--- src/rtl/mole_pkg.sv ---
// Shared defaults and helpers for the Wack-A-Mole pseudo-random mole pattern generator.
package mole_pkg;

  localparam int unsigned    LFSR_W_DEF = 16;
  localparam logic [15:0]    TAPS_DEF   = 16'h002D;
  localparam int unsigned    N_CH_DEF   = 8;
  localparam int unsigned    DEPTH_DEF  = 60;
  localparam int unsigned    DIV_W_DEF  = 26;

  typedef enum logic {
    SPEED_FAST = 1'b0,
    SPEED_TICK = 1'b1
  } speed_e;

  // Delay-line bit that feeds mole enable 'ch' (last stage of that hole's segment).
  function automatic int unsigned ctrl_tap(input int unsigned ch, input int unsigned depth);
    return (ch + 1) * depth - 1;
  endfunction

endpackage

--- src/rtl/mole_tick_div.sv ---
// Programmable tick divider: produces the delay-line shift enable for the mole generator.
module mole_tick_div
  import mole_pkg::*;
#(
  parameter int unsigned DIV_W = DIV_W_DEF
) (
  input  logic             clk,
  input  logic             rst_n,
  input  logic             speed,
  input  logic             clear,
  input  logic [DIV_W-1:0] period,
  output logic             tick
);

  speed_e           mode;
  logic [DIV_W-1:0] div;
  logic [DIV_W-1:0] p_eff;
  logic             hit;

  assign mode = speed_e'(speed);

  // '>=' rather than '==' so a mid-count period decrease fires at once instead of wrapping.
  always_comb begin
    p_eff = (period == '0) ? DIV_W'(1) : period;
    hit   = (div >= (p_eff - DIV_W'(1)));
    tick  = (mode == SPEED_FAST) ? 1'b1 : hit;
  end

  always_ff @(posedge clk or negedge rst_n) begin
    if (!rst_n) begin
      div <= '0;
    end else if (clear || (mode == SPEED_FAST) || hit) begin
      div <= '0;
    end else begin
      div <= div + DIV_W'(1);
    end
  end

endmodule

--- src/rtl/mole_rand_seq.sv ---
// Pseudo-random mole pattern generator: seed counter, lock-up-safe LFSR and per-hole delay line.
module mole_rand_seq
  import mole_pkg::*;
#(
  parameter int unsigned        LFSR_W = LFSR_W_DEF,
  parameter logic [LFSR_W-1:0]  TAPS   = LFSR_W'(TAPS_DEF),
  parameter int unsigned        N_CH   = N_CH_DEF,
  parameter int unsigned        DEPTH  = DEPTH_DEF,
  parameter int unsigned        DIV_W  = DIV_W_DEF
) (
  input  logic              CLOCK_50,
  input  logic              Rreset_n,
  input  logic              Rload_lfsr,
  input  logic              Rshift,
  input  logic              Rspeed,
  input  logic              Rclear,
  input  logic [DIV_W-1:0]  tick_period,
  output logic [N_CH-1:0]   ctrl,
  output logic              step,
  output logic [LFSR_W-1:0] lfsr_q
);

  localparam int unsigned LINE_W = N_CH * DEPTH;

  logic [LFSR_W-1:0] seed_cnt;
  logic [LFSR_W-1:0] mem;
  logic [LINE_W-1:0] line;
  logic              shift_en;
  logic              r;
  logic              fb;

  assign r      = mem[0];
  assign fb     = ^(mem & TAPS);
  assign lfsr_q = mem;

  always_ff @(posedge CLOCK_50 or negedge Rreset_n) begin
    if (!Rreset_n) begin
      seed_cnt <= '0;
    end else begin
      seed_cnt <= seed_cnt + LFSR_W'(1);
    end
  end

  // A zero seed is replaced by 1 so the LFSR can never enter the all-zero state.
  always_ff @(posedge CLOCK_50 or negedge Rreset_n) begin
    if (!Rreset_n) begin
      mem <= LFSR_W'(1);
    end else if (Rload_lfsr) begin
      mem <= (seed_cnt == '0) ? LFSR_W'(1) : seed_cnt;
    end else if (Rshift) begin
      mem <= {fb, mem[LFSR_W-1:1]};
    end
  end

  mole_tick_div #(
    .DIV_W (DIV_W)
  ) u_tick_div (
    .clk    (CLOCK_50),
    .rst_n  (Rreset_n),
    .speed  (Rspeed),
    .clear  (Rclear),
    .period (tick_period),
    .tick   (shift_en)
  );

  always_ff @(posedge CLOCK_50 or negedge Rreset_n) begin
    if (!Rreset_n) begin
      line <= '0;
      step <= 1'b0;
    end else begin
      if (Rclear) begin
        line <= '0;
      end else if (shift_en) begin
        line <= {r, line[LINE_W-1:1]};
      end
      step <= shift_en & ~Rclear;
    end
  end

  for (genvar g = 0; g < N_CH; g++) begin : g_tap
    assign ctrl[g] = line[ctrl_tap(g, DEPTH)];
  end

endmodule

--- config.mk ---
export PLATFORM = sky130hd
export DESIGN_NAME = mole_rand_seq
export DESIGN_NICKNAME = d
export VERILOG_FILES = /design/src/rtl/mole_pkg.sv /design/src/rtl/mole_tick_div.sv /design/src/rtl/mole_rand_seq.sv
export SDC_FILE = /design/constraint.sdc
export NUM_CORES = 1
export LEC_CHECK = 0
export CORE_ASPECT_RATIO = 1.75
export CORE_MARGIN = 2
export CORE_UTILIZATION = 25
export CTS_CLUSTER_SIZE = 10
export DETAILED_ROUTE_END_ITERATION = 10
export PLACE_DENSITY = 0.45
export SLEW_MARGIN = 20
export SYNTH_ARGS = -nofsm -noshare
export SYNTH_HDL_FRONTEND = slang
export SYNTH_SLANG_ARGS = --single-unit
--- constraint.sdc ---
create_clock -name CLOCK_50 -period 2.9 [get_ports CLOCK_50]
set_input_delay 0.58 -clock CLOCK_50 [delete_from_list [all_inputs] [get_ports CLOCK_50]]
set_output_delay 0.58 -clock CLOCK_50 [all_outputs]
set_load 0.03 [all_outputs]
# After elaboration in Yosys (flattened, before gate mapping)

Cells that the tools add are included.

Register bits: 539
Input bits: 32
Output and inout bits: 25
Logic and storage cells: 27

Add/subtract/negate cells: 3
$lt $le $gt $ge: 1
Mux-type cells: 8
Bitwise gates (word level): 3
Reduce and logical (&&, ||, !) cells: 7

Operators by type and width:

| operator                | count |
|---|---|
| $mux W480               | 2 |
| $mux W26                | 2 |
| $mux W16                | 3 |
| $add A26 B1 Y26 const B | 1 |
| $ge A26 B26 Y1          | 1 |
| $logic_not A26 Y1       | 1 |
| $sub A26 B1 Y26 const B | 1 |
| $add A16 B1 Y16 const B | 1 |
| $logic_not A16 Y1       | 1 |
| $reduce_xor A16 Y1      | 1 |
| $reduce_bool A2 Y1      | 2 |
| $logic_or A1 B1 Y1      | 2 |
| $not A1 Y1              | 2 |
| $and A1 B1 Y1           | 1 |
| $mux W1                 | 1 |

# Depth between registers and ports, before layout

Gate-level depths: netlist (run 1).

Depth after elaboration: 7
Mapped depth: 19
Depth with buffers taken out: 16

# By module

A second synthesis (run 1) with hierarchy kept.

Cells, all modules: 1784
Area, all modules: 20793.7 sq um

Modules (own cells, without submodules):

| module        | instances | cells each | area an instance (sq um) | sequential area each (sq um) |
|---|---|---|---|---|
| mole_rand_seq | 1         | 1510       | 18432.7                  | 11362.1 |
| mole_tick_div | 1         | 274        | 2361.0                   | 650.6 |

# Worst setup path after synthesis (run 1)

OpenSTA, ideal clock, no wires.

Path type: input port to flip-flop
From: in tick_period[13]
To: reg line[100]
Setup time: 124 ps
Arrival: 4401 ps
Data required time: 2776 ps
Path slack: -1625 ps
Cell stages on the path: 19
Path buffers: 3
Cells stage by stage: or4_1 > nor3b_1 > nand2_1 > nor2_1 > nor2_1 > ha_1 > nand4_1 > nor3_1 > nand3_1 > xor2_1 > ha_1 > nand3_1 > or4_1 > a211o_1 > o2111a_1 > buf_4 > buf_6 > buf_6 > mux2i_1

Word-level cells in the longest chain between the ends: 6

RTL lines:

| what                                  | line                | RTL |
|---|---|---|
| start, declared                       | mole_rand_seq.sv:17 | `input logic [DIV_W-1:0] tick_period,` |
| $logic_not A26 Y1                     | mole_tick_div.sv:24 | `p_eff = (period == '0) ? DIV_W'(1) : period;` |
| $mux W26 *                            | mole_tick_div.sv:24 |  |
| $sub A26 B1 Y26 *                     | mole_tick_div.sv:25 | `hit = (div >= (p_eff - DIV_W'(1)));` |
| $ge A26 B26 Y1 *                      | mole_tick_div.sv:25 |  |
| $mux W1 *                             | mole_tick_div.sv:26 | `tick = (mode == SPEED_FAST) ? 1'b1 : hit;` |
| $reduce_bool A2 Y1 (no source line) * | n/a                 |  |
| end signal, assigned                  | mole_rand_seq.sv:74 | `line <= {r, line[LINE_W-1:1]};` |
| end, declared                         | mole_rand_seq.sv:27 | `logic [LINE_W-1:0] line;` |

Every way passes the cells marked *; elsewhere a longest branch is shown, timed or not.
A chain may end at the register's enable or synchronous reset.

# Worst setup path after layout (run 1)

From: in tick_period[22]
To: reg line[244]

The elaborated chain is that of the path after synthesis.

==> qor.yml, run 1 <==
clk_latency_ns: 0.58
cp_slowest_cell: "or4_4"
ios: 57
clk_pin_slew_ns: 0.05
start_util_pct: 25.2
power_frac_comb_pct: 7.8
cts_inserted_buffers: 54
yosysUniqueCellTypes: 44
post_drt_via_cell_ratio: 4.22
holdCritPathClass: "in2async"
drtAntennaViolNets: 0
total_power_mw: 13.8
power_density_nw_per_um2: 514
criticalPathCategory: "in2reg"
rr_endpoint: "line[244]"
hold_viol: 0
setup_tns_ns: -476.33
fin_crit_sh_pct: 141
cp_cell_sequence: "dlygate4sd2_1 -> or4_4 -> nor2_4 -> nand2_2 -> nor2_4 -> nor2_2 -> ha_2 -> nand4_1 -> nor3_2 -> nand3_1 -> xor2_1 -> ha_1 -> nand3_2 -> or4_4 -> a211o_1 -> o2111a_4 -> buf_12 -> buf_16 -> buf_16 -> mux2i_2"
yosys_warnings: 0
crit_required_ns: 3.35
finalSetupViolations: 448
irDropWorstVdd_mv: 0.403
grt_pass1_vias: 14333
synth-edff-count: 0
postSynthCellCount: 1776
routed_wl_um: 46500
place_area_um2: 24200
cts-root-buf: "clkbuf_16"
timing.rr.start: "u_tick_div.div[17]"
rrSetupSlack_ns: 0.09
violations: "negative setup slack"
die_y_um: 396
cts_tree: "yes"
start_kind: "input pin"
seqPwrFrac_pct: 48.9
path_max_fanout: 8
internal_power_mw: 10.6
drive_above_1_share_pct: 13.3
p_switching_mw: 3.15
worst_slack_ns: -1.19
drt_first_iter_violations: 524
final_nets: 1986
drc: 0
grt_pass1_wl_um: 74500
overflow: 0
clkPwrFrac_pct: 43.2
cts.sinks: 480
gp_congestion: 0.764
synth-main-ff-cell: "dfrtp_1"
drtPass1Iterations: 4
area_growth_pct: 21.8
die_area_um2: 90300
power_switching_share_pct: 22.9
cap_violations: 0
synth_seq_area_share_pct: 54.7
final_cells: 3088
dp_hpwl_um: 26900
critical_path_buf_inv_count: 4
core_um2: 87000
syn_area_um2: 21900
power_leakage_nw: 12.4
finalClockSkew_ns: 0.0119
antenna_found_initial: 0
crit_cells: 20
dp.cells: 2977
tightest_slew_ns: 0.623
rsz0062_at_grt: "true"
synth_async_sr_flop_share_pct: 100
max_stage_delay_ns: 0.50
status: "finished, violations left"
via_count: 13037
period_needed_ns: 4.09
gr-usage-all-layers_pct: 9.85
critPathTopFamily: "simple AND/OR/NAND/NOR gates"
h-tree-depth: 2
grt_max_degree: 134
wl_per_cell_um: 15.1
rr_worst_depth: 9
ys_ff_latch: 480
holdWs_ns: 0.489
clockBufferDepth: 3
syn_avg_cell_area_um2: 12.4
placement_rows: 143
max_freq_ghz: 0.244
portBuffers: 56
worstPathArrival_ns: 4.55
finalMaxSlewViolations: 0
synth_nets: 1838
n_antenna_cell: 0
die_w_um: 228
postLayoutCellArea_um2: 26700
endpoint_kind: "flop"
maxSlewHeadroom_pct: 58.3
power by group through the flow:
stage / combinational, mW / sequential (mW) / clock [mW]
after global routing: 1.17 / 6.73 / 6.47
after global placement: 0.928 / 6.85 / 0
after floorplan: 0.551 / 6.87 / 0
after detailed placement: 0.939 / 6.85 / 0
after CTS: 0.995 / 6.73 / 6.24
final: 1.08 / 6.73 / 5.95
logic make-up after synthesis:
family	Yosys count	synth area share, %
buf+inv	128	3.86
compound gates	44	1.26
fa+ha+maj	30	1.71
simple gates	595	16.0
mux	437	19.9
xor+xnor	62	2.47
flops	480	54.7
cells in the mapped netlist, drive strengths merged (2+ instances only):
cell	instances	area (µm²)
dfrtp	479	12000
nand4	14	87.6
and4	4	35.0
nor3	41	205
clkbuf	61	229
and3	3	18.8
xnor2	46	403
a221oi	2	17.5
nand2	42	158
nor2b	2	12.5
nor3b	4	30.0
a21o	4	30.0
a21oi	8	40.0
o21ai	19	95.1
nor2	22	82.6
nor4	12	75.1
ha	30	375
and2	2	12.5
xor2	16	140
nand2b	425	2660
or4	3	22.5
mux2i	435	4350
nor4b	2	17.5
mux2	2	22.5
buf	56	578
nand3	16	80.1
inv	11	41.3
state kept, by name, summed over array words and instances, names as in the netlist:
signal          flops
lfsr_q             16
line              421
seed_cnt           16
step                1
u_tick_div.div     26
worst max path at each step:
stage,to,start,slack (ns)
6_report,line[244],tick_period[22],-1.19
5_1_grt,line[244],tick_period[8],-1.41
4_1_cts,line[436],tick_period[16],-1.26
3_5_place_dp,line[320],tick_period[15],-2.12
3_3_place_gp,line[126],tick_period[7],-2.21
2_1_floorplan,line[100],tick_period[16],-1.35
layout by cell type (no fill, tap or decap), drive strengths merged, types with 7 or more instances in the layout:
cell and n:
nand4 14, mux2i 435, nand2b 425, clkdlybuf4s50 28, a21oi 8, dlygate4sd2 12, xnor2 46, nand3 16
inv 12, nor3 41, clkbuf 78, nor2 22, o21ai 19, nor4 12, nand2 42, clkdlybuf4s15 7
dfrtp 479, buf 140, ha 30, xor2 16
per-layer routing:
| layer | wire length [µm] | up-vias | global-route usage, % |
|---|---|---|---|
| met1 | 19600 | 6584 | 11.5 |
| li1 | - | 6261 | - |
| met2 | 24700 | 123 | 18.3 |
| met3 | 1100 | 69 | 1.39 |
| met5 | 0 | - | 0 |
| met4 | 1160 | 0 | 3.42 |
per-stage QoR:
stage	setup WS [ns]	util (%)
floorplan	-1.35	-
global placement	-2.21	27.9
detailed placement	-2.12	27.9
CTS	-1.26	29.9
global route	-1.41	30.8
finish	-1.19	30.8
what timing repair did:
item	CTS	global route
pin swaps	9	17
gates cloned	5	24
setup buffers	16	8
hold endpoints to repair	29	0
hold buffers	1	0
endpoints found under the setup margin	448	448
gates resized for setup	68	62
final cells by class:
type                       instances  area (µm²)
multi-input combinational       1168        9260
timing repair buffer             209        2550
sequential                       480       12000
fill                            8834       60200
inverter                          11        41.3
tap                             1160        1450
clock buffer                      58        1410
clock inverter                     2        16.3
No activity file was read; power rests on OpenSTA's default activity.
==> run 2, diff against run 1 <==
SLEW_MARGIN = unset   (was 20)
==> results of run 2 <==
Final layout, timing and power as in run 1 (identical DEF).
==> run 3, diff against run 2 <==
CTS_CLUSTER_DIAMETER = 200   (was unset)
==> qor.yml, run 3 (synthesis results as in run 1) <==
status: "finished, violations left"
violations: "negative setup slack"
finalSetupViolations: 448
use_met3_pct: 1.32
timing.rr.start: "u_tick_div.div[22]"
cts.sinks: 480
drtAntennaViolNets: 0
hold_viol: 0
area_growth_pct: 19.8
gp_congestion: 0.764
grtUsageMet1_pct: 11.7
grt_pass1_wl_um: 74500
finalMaxSlewViolations: 0
period_needed_ns: 4.09
cts_tree: "yes"
crit_required_ns: 3.37
rrSetupSlack_ns: 0.03
rsz0062_at_grt: "true"
routed_wl_um: 44800
antenna_found_initial: 0
worst_slack_ns: -1.19
overflow: 0
dp_hpwl_um: 26900
reg_top3: "line: 421 flops, u_tick_div.div: 26 flops"
regMostFlops: "line"
clockBufferDepth: 3
final_common_cell: "dfrtp_1"
cap_violations: 0
clk_latency_ns: 0.60
start_kind: "input pin"
maxSlewHeadroom_pct: 58.7
criticalPathCategory: "in2reg"
setup_tns_ns: -489.87
worstPathArrival_ns: 4.56
cp_common_cell: "or4_4"
endpoint_kind: "flop"
fin_crit_sh_pct: 141
final_cells: 3078
power_density_nw_per_um2: 521
grt_pass1_vias: 14350
dp.cells: 2977
drtPass1Iterations: 4
start_util_pct: 25.2
h-tree-depth: 2
max_stage_delay_ns: 0.55
die_area_um2: 90300
drive_above_1_share_pct: 12.1
postLayoutCellArea_um2: 26300
via_count: 12974
drt_first_iter_violations: 537
total_power_mw: 13.7
portBuffers: 56
die_y_um: 396
n_antenna_cell: 0
cp_slowest_cell: "or4_4"
grt_max_degree: 134
gr-usage-all-layers_pct: 9.80
ios: 57
rr_endpoint: "line[176]"
holdCritPathClass: "in2async"
cts-root-buf: "clkbuf_16"
tightest_slew_ns: 0.617
busiest_layer: "met2"
placement_rows: 143
wl_per_cell_um: 14.6
cp_cell_sequence: "buf_6 -> or4_4 -> nor3b_4 -> nand2_2 -> nor2_4 -> nor2_2 -> ha_2 -> nand4_1 -> nor3b_2 -> xnor2_1 -> ha_1 -> nand3_2 -> or4_4 -> a211o_1 -> o2111a_4 -> buf_12 -> buf_16 -> mux2i_2"
finalClockSkew_ns: 0.0257
final_cell_mix: "dfrtp_1, mux2i_1, nand2b_1, buf_4, clkbuf_16"
path_max_fanout: 27
post_drt_via_cell_ratio: 4.22
final_nets: 1966
irDropWorstVdd_mv: 0.400
cts_inserted_buffers: 53
max_freq_ghz: 0.245
rr_worst_depth: 8
clk_pin_slew_ns: 0.06
core_um2: 87000
gr-usage-met2_pct: 17.8
place_area_um2: 24200
die_w_um: 228
power_leakage_nw: 12.2
largest_reg_flops: 421
drc: 0
holdWs_ns: 0.461
-- run 3: cell types whose count changed in the layout (fill, tap and decap cells not counted), sizes merged --
cell | previous run | this run
buf | 140 | 130
bufbuf | 0 | 1
clkbuf | 78 | 80
clkdlybuf4s15 | 7 | 5
clkinv | 0 | 1
clkinvlp | 1 | 0
dlymetal6s2s | 1 | 0
-- run 3: worst max-delay path by stage --
| stage | cells after the start | to | slack (ns) | startpoint |
|---|---|---|---|---|
| after floorplan | 18 | line[100] | -1.35 | tick_period[16] |
| after global placement | 20 | line[126] | -2.21 | tick_period[7] |
| after detailed placement | 20 | line[320] | -2.12 | tick_period[15] |
| after CTS | 19 | line[232] | -1.13 | tick_period[16] |
| after global routing | 19 | line[262] | -1.42 | tick_period[6] |
| final | 18 | line[176] | -1.19 | tick_period[16] |
-- run 3: critical path, delay by kind of cell --
family	cells	cell delay (ns)
AO/OA/AOI/OAI	2	0.73
XOR/XNOR	1	0.13
adder cells (fa/ha/maj)	2	0.50
buffers and inverters	3	0.47
multiplexers	1	0.17
AND/OR/NAND/NOR	9	1.92
-- run 3: area by class of cell --
class	instances	area [µm²]
clock buffers	67	1400
clock inverters	2	36.3
fillers	8865	60700
inverters	11	41.3
multi-input cells	1168	9230
flip-flops and latches	480	12000
well taps	1160	1450
repair buffers	190	2130
-- run 3: power breakdown --
group / leakage (nW) / internal (mW) / switching (mW)
Sequential: 6.68 / 6.71 / 0.0146
Clock: 0.697 / 3.34 / 2.62
Combinational: 4.86 / 0.470 / 0.536
-- run 3: what timing repair did --
action / 4_1_cts / 5_1_grt
hold endpoints to repair: 29 / 0
cloned: 4 / 11
endpoints found under the setup margin: 448 / 448
resized for setup: 67 / 33
pin swaps: 18 / 10
buffers inserted: 10 / 6
hold buffers: 1 / 0
-- run 3: per-stage QoR --
| step | setup slack (ns) | utilization [%] |
|---|---|---|
| floorplan | -1.35 | - |
| global placement | -2.21 | 27.9 |
| detailed placement | -2.12 | 27.9 |
| CTS | -1.13 | 29.8 |
| global route | -1.42 | 30.2 |
| finish | -1.19 | 30.2 |
-- run 3: metal layers --
| layer | wire length [µm] | share of wire (%) |
|---|---|---|
| met4 | 1250 | 2.8 |
| met5 | 0 | 0 |
| met1 | 19200 | 43 |
| met2 | 23400 | 52 |
| met3 | 959 | 2.1 |
